File: config.mk
export PLATFORM = sky130hd
export DESIGN_NAME = fetch_unit
export DESIGN_NICKNAME = d
export VERILOG_FILES = /design/src/rtl/fetch_unit.sv
export SDC_FILE = /design/constraint.sdc
export NUM_CORES = 1
export LEC_CHECK = 0
export CAP_MARGIN = 30
export CORE_MARGIN = 4
export CORE_UTILIZATION = 35
export DETAILED_ROUTE_END_ITERATION = 6
export GPL_ROUTABILITY_DRIVEN = 0
export HOLD_SLACK_MARGIN = 0.05
export PLACE_DENSITY = 0.78
export SLEW_MARGIN = 15
export SYNTH_ARGS = -nofsm -noshare
export SYNTH_HDL_FRONTEND = slang
export SYNTH_SLANG_ARGS = --single-unit
File: constraint.sdc
create_clock -name clk -period 3 [get_ports clk]
set_input_delay 0.9 -clock clk [delete_from_list [all_inputs] [get_ports clk]]
set_output_delay 0.9 -clock clk [all_outputs]
set_load 0.05 [all_outputs]
File: src/rtl/fetch_unit.sv
// Instruction fetch and PC sequencing for the single-cycle MIPS core.
// Holds PC and IR, fetches over a req/ack handshake, and selects the next PC.
//
// state    | meaning
// ---------+---------------------------------------------------------------
// ST_FETCH | imem_req high at imem_addr = pc; waits for imem_ack, loads IR
// ST_EXEC  | inst_valid high; holds while stall, else pc <= next_pc
module fetch_unit #(
    parameter logic [31:0] RESET_PC = 32'h0000_0000
) (
    input  logic        clk,
    input  logic        rst,
    output logic        imem_req,
    output logic [31:0] imem_addr,
    input  logic        imem_ack,
    input  logic [31:0] imem_rdata,
    input  logic        stall,
    input  logic        pc_src,
    input  logic        pc_jump,
    input  logic        jump_sel,
    input  logic [31:0] rs_data,
    output logic        inst_valid,
    output logic [5:0]  opcode,
    output logic [4:0]  rs,
    output logic [4:0]  rt,
    output logic [4:0]  rd,
    output logic [5:0]  func,
    output logic [15:0] imm,
    output logic [31:0] pc,
    output logic [31:0] pc_plus4,
    output logic        misalign_err
);

    typedef enum logic {
        ST_FETCH = 1'b0,
        ST_EXEC  = 1'b1
    } state_t;

    state_t      state;
    logic [31:0] ir;
    logic [31:0] branch_off;
    logic [31:0] next_pc;
    logic        jr_misaligned;

    // Handshake outputs decode straight from the state flop, so they only move on clock edges.
    assign imem_req   = (state == ST_FETCH);
    assign inst_valid = (state == ST_EXEC);
    assign imem_addr  = pc;

    assign opcode = ir[31:26];
    assign rs     = ir[25:21];
    assign rt     = ir[20:16];
    assign rd     = ir[15:11];
    assign func   = ir[5:0];
    assign imm    = ir[15:0];

    assign pc_plus4      = pc + 32'd4;
    assign branch_off    = {{14{ir[15]}}, ir[15:0], 2'b00};
    assign jr_misaligned = pc_jump && !jump_sel && (rs_data[1:0] != 2'b00);

    always_comb begin
        next_pc = pc_plus4;
        if (pc_jump && jump_sel) begin
            next_pc = {pc_plus4[31:28], ir[25:0], 2'b00};
        end else if (pc_jump) begin
            next_pc = {rs_data[31:2], 2'b00};
        end else if (pc_src) begin
            next_pc = pc_plus4 + branch_off;
        end
    end

    always_ff @(posedge clk) begin
        if (rst) begin
            state        <= ST_FETCH;
            pc           <= RESET_PC;
            ir           <= 32'h0000_0000;
            misalign_err <= 1'b0;
        end else begin
            case (state)
                ST_FETCH: begin
                    if (imem_ack) begin
                        ir    <= imem_rdata;
                        state <= ST_EXEC;
                    end
                end
                ST_EXEC: begin
                    if (!stall) begin
                        pc    <= next_pc;
                        state <= ST_FETCH;
                        if (jr_misaligned) begin
                            misalign_err <= 1'b1;
                        end
                    end
                end
                default: state <= ST_FETCH;
            endcase
        end
    end

endmodule
# Yosys cells after proc, flatten, opt, wreduce, memory -nomap -nowiden
# Cells that the tools add are included.
dict set report word_totals {
  reg_bits 66
  output_inout_bits 142
  word_cells 22
}
dict set report classes {
  add_sub_neg 2
  muxes 6
  bitwise 2
  n_reduce_logical 8
}
# op n
set ops {}
lappend ops {{$mux W32} 3}
lappend ops {{$add A32 B3 Y32 const B} 1}
lappend ops {{$add A32 B32 Y32} 1}
lappend ops {{$reduce_and A2 Y1} 2}
lappend ops {{$logic_and A1 B1 Y1} 3}
lappend ops {{$reduce_and A3 Y1} 1}
lappend ops {{$mux W1} 2}
lappend ops {{$not A1 Y1} 2}
lappend ops {{$pmux W1 S2} 1}
lappend ops {{$reduce_bool A2 Y1} 1}
lappend ops {{$logic_not A1 Y1} 1}

# Depth between registers and ports, before layout
dict set report logic_depth {
  word_depth 5
  depth_mapped 16
  mapped_depth_nobuf 15
}

# Worst setup path before layout
# OpenSTA, ideal clock, no wires.
dict set report synth_timing {
  kind {register -> register}
  start {register pc[2] (netlist: imem_addr[2])}
  end {register pc[27] (netlist: imem_addr[27])}
  setup_ps 127
  arrival_time_ps 4526
  path_slack_ps -1652
  path_stages_with_launch 16
  path_cell_list {dfxtp_1 ha_1 and4_1 nand4_1 nor2_1 nand2_1 xnor2_1 ha_1 clkbuf_1 a21oi_1 nor2b_1 a2111oi_0 a211oi_1 o211ai_1 mux2i_1 a31oi_1}
}
dict set report synth_between {
  elab_chain_cells 5
}
# element line_no
set synth_rtl {}
lappend synth_rtl {{start: declaration} 29} ;# output logic [31:0] pc,
lappend synth_rtl {{start signal: assignment} 88} ;# pc <= next_pc;
lappend synth_rtl {{$add A32 B3 Y32} 57} ;# assign pc_plus4 = pc + 32'd4;
lappend synth_rtl {{via pc_plus4[18]} 30} ;# output logic [31:0] pc_plus4,
lappend synth_rtl {{$add A32 B32 Y32} 68} ;# next_pc = pc_plus4 + branch_off;
lappend synth_rtl {{$mux W32} 67} ;# end else if (pc_src) begin
lappend synth_rtl {{$mux W32} 65} ;# end else if (pc_jump) begin
lappend synth_rtl {{$mux W32} 63} ;# if (pc_jump && jump_sel) begin
# The timed path passes the listed nets, and every way through them passes these cells.
# A chain may end at the register's enable or synchronous reset.

# Worst setup path after layout
dict set report layout_timing {
  start {register pc[2] (netlist: imem_addr[2])}
  end {register pc[31] (netlist: imem_addr[31])}
}
dict set report layout_between {
  elab_chain_cells 5
}
# element line_no
set layout_rtl {}
lappend layout_rtl {{$add A32 B3 Y32 (*)} 57}
lappend layout_rtl {{$add A32 B32 Y32} 68}
lappend layout_rtl {{$mux W32} 67}
lappend layout_rtl {{$mux W32} 65}
lappend layout_rtl {{$mux W32 (*)} 63}
# Mark *: on every way between the ends. The rest lies on a longest branch, timed or not.

==> results.yml <==
flow_run:
  drv_cap: 0
global_routing:
  gr-usage-all-layers_pct: 26.79
  grt_pass1_vias: 7241
  grt_pass1_wl_um: 38530
  antenna_found_initial: 0
  overflow: 0
  grt_max_degree: 33
route:
  vias: 7226
  drt_iter0_drc: 596
  via_per_inst: 5.610
  drc: 0
  wire_per_inst_um: 20.06
  dr.pass1.iters: 5
  antenna_left: 0
  drt_wl_total_um: 25840
timing:
  fin_skew_ps: 9.737
  min_period_over_period_pct: 112.0
  final-setup-viol-count: 28
  rsz0062_at_grt: "yes"
  drv_slew: 0
  clock.fmax_mhz: 297.6
  slew_headroom_pct: 59.14
  period_needed_ps: 3360
  finalHoldViolCount: 0
  fin_ws_ps: -360.2
  tightestPinTransition_ps: 613.0
setup_path:
  required_ps: 3220
  worst_path_most_repeated_cell: "ha_4"
  worst_r2r_path_depth: 16
  path_depth: 16
  cp.arrival_ps: 3580
  cp_max_fo: 7
  r2r-start: "imem_addr[2]"
  worst-r2r-setup-slack_ps: -360
  end_kind: "flop"
  cp_slowest_stage_delay_ps: 450
  cp_slowest_cell: "a2111o_1"
  r2r_end: "imem_addr[31]"
  worst-path-buf-inv: 2
  crit_type: "flop to flop"
  critical_path.startpoint_type: "flop"
  cp-startpoint: "imem_addr[2]"
  path_cells: "ha_4, and4_4, nand4_1, buf_4, buf_6, nor2_4, xor2_4, ha_4, a21oi_1, o21ai_1, a21oi_2, o21a_1, a2111o_1, o2111ai_2, mux2i_1, nor4_2"
  critical-path-top-delay-family: "compound AO/OA/AOI/OAI gates"
  worstSetupEndpoint: "imem_addr[31]"
power_and_ir_drop:
  power.leakage_nw: 4.449
  p_comb_share_pct: 41.2
  sw_frac_of_total_pct: 38.26
  power_density_mw_per_mm2: 310.4
  seqPwrFrac_pct: 28.5
  power_frac_clock_pct: 30.3
  p_switching_mw: 1.263
  ir_worst_vdd_mv: 0.3295
  finalPower_mw: 3.303
  power.internal_mw: 2.039
outcome:
  violations: "negative setup slack"
  status: "finished with violations"
worst_hold_path:
  hold_class: "flop to flop"
  hold_path_startpoint: "ir[31]"
finish:
  post-route-util_pct: 66.98
  final_cell_mix: "173 x clkdlybuf4s50_1, 145 x buf_4, 119 x nand2_1, 67 x a21oi_1, 41 x nor2_1"
  drive_above_1_share_pct: 35.54
  diodes: 0
  final_common_cell: "clkdlybuf4s50_1"
  area_growth_syn_to_layout_pct: 86.86
  layoutNonFillerInstCount: 1288
  num-nets-final: 1175
clock_network:
  clk_pin_slew_ps: 60
  cts_hold_buf: 0
  insertion_delay_ps: 350
  clkSinkCount: 64
  clock-root-buffer: "clkbuf_16"
  cts-buffers-inserted: 9
  h-tree-depth: 3
  clk_path_buf_depth: 2
  cts_tree: "done"
logic_synthesis:
  synth-seq-cells: 64
  synth-edff-count: 0
  syn_avg_cell_area_um2: 7.483
  ys_types: 69
  synthCells: 761
  yosysSeqAreaShare_pct: 22.50
  synthArstFlopShare_pct: 0
  synth-main-ff-cell: "dfxtp_1"
  synth_area_mm2: 0.005694
  yosysWarningCount: 0
floorplanning:
  die_h_um: 135.6
  core_mm2: 0.01589
  rows: 46
  die_area_mm2: 0.01837
  die_x_um: 135.6
  io_pins: 213
  initial_core_util_pct: 35.85
place:
  post-dp-hpwl_um: 18460
  post-place-cells: 1249
  preCtsSetupSlack_ps: -325.7
  io_buffers: 206
-- timing repair --
item | CTS | global route
pin swaps | 43 | 46
endpoints found under the setup margin | 32 | 38
gates resized for setup | 67 | 52
buffers inserted | 12 | 16
-- power groups by stage --
stage               Combinational (mW)  Sequential (mW)  Clock, mW
global placement                  1.26            0.953          0
finish                            1.36            0.940       1.00
floorplan                        0.594             1.13          0
detailed placement                1.27            0.956          0
global route                      1.43            0.946       1.05
CTS                               1.31            0.939       1.01
-- registers in the layout, indices dropped and copies added, names as in the netlist --
name	flops
ir	32
imem_addr	30
inst_valid	1
misalign_err	1
-- worst reg2reg max path, cell delays in order (launching register included) --
cell       delay, ps
dfxtp_4          350
ha_4             130
and4_4           200
nand4_1          170
buf_4            190
buf_6            120
nor2_4           160
xor2_4           110
ha_4             320
a21oi_1          100
o21ai_1          170
a21oi_2          110
o21a_1           230
a2111o_1         450
o2111ai_2         90
mux2i_1          260
nor4_2            60
-- worst min-delay path by stage --
stage	end	depth (start not counted)
3_3_place_gp	ir[26]	2
5_1_grt	ir[30]	2
2_1_floorplan	imem_addr[4]	2
6_report	ir[31]	2
3_5_place_dp	ir[26]	2
4_1_cts	ir[26]	2
-- metal layers --
layer  part of all wire (%)  GRT usage, %  up-vias
met4                    4.3         13.44        0
li1                       -             -     3288
met5                      0             0        -
met3                    9.4         6.984      101
met1                     38         31.97     3427
met2                     48         44.55      410
-- final cells by class --
type	count	area, um2
clock buffers	11	242.7
clock inverters	5	32.53
fillers	1194	5245
inverters	14	52.55
multi-input cells	603	4986
flip-flops and latches	64	1349
well taps	216	270.3
repair buffers	375	3707
-- metrics by stage --
step           setup TNS [ps]  hold WS [ps]  area, um2
6_report                -4058         453.6      10640
5_1_grt                 -7453         480.4      10640
4_1_cts                 -2257         453.3      10330
3_5_place_dp            -2253         446.5       9673
3_3_place_gp            -1050         441.1       9673
2_1_floorplan           -5672         573.7       6487
-- Yosys cell counts, types with 2 or more instances --
library cell    n  area, um2
o21ai_0        26      130.1
a31oi_1         3      18.77
buf_2           3      15.01
o31a_1          6      52.55
clkbuf_1       28      105.1
o2111ai_1       3      26.28
nand4b_1        2      17.52
and4_1          3      26.28
o21ai_1         2      10.01
o22ai_1         3      18.77
mux2_2          4      45.04
a32o_1          5      50.05
xnor2_1        25      219.0
nand2_1       127      476.7
buf_4          48      360.4
a21o_1         17      127.6
nor4b_1         3      26.28
a221oi_1        2      17.52
buf_1           6      22.52
o31ai_1         4      30.03
dfxtp_1        64       1281
or3_1           3      18.77
inv_1          14      52.55
o21a_1          6      45.04
and3_1          8      50.05
or2_2           2      12.51
nand3_1        21      105.1
xor2_1         21      183.9
a22o_1          4      35.03
o21bai_1        7      52.55
nor2_1         49      183.9
o311a_1         2      20.02
nand4_2         2      25.02
mux2i_1        24      240.2
ha_1           36      450.4
a21oi_1        84      420.4
a211oi_1       17      127.6
nor2b_1         9      56.30
nand4_1        11      68.82
a221o_1         4      40.04
o211ai_1       11      82.58
and2_1          3      18.77
nor3_1         13      65.06
-- cell families after synthesis --
kind of cell               Yosys count  share of synthesized area [%]
other                                1                        0.06586
and+or+nand+nor                    267                          22.17
DFF                                 64                          22.50
buffers and inverters               99                          9.756
xor gates and xnor gates            47                          7.361
AOI/OAI and AO/OA                  217                          24.68
adders and majority gates           37                          8.262
muxes                               29                          5.208
Power figures use the tool's default switching activity.
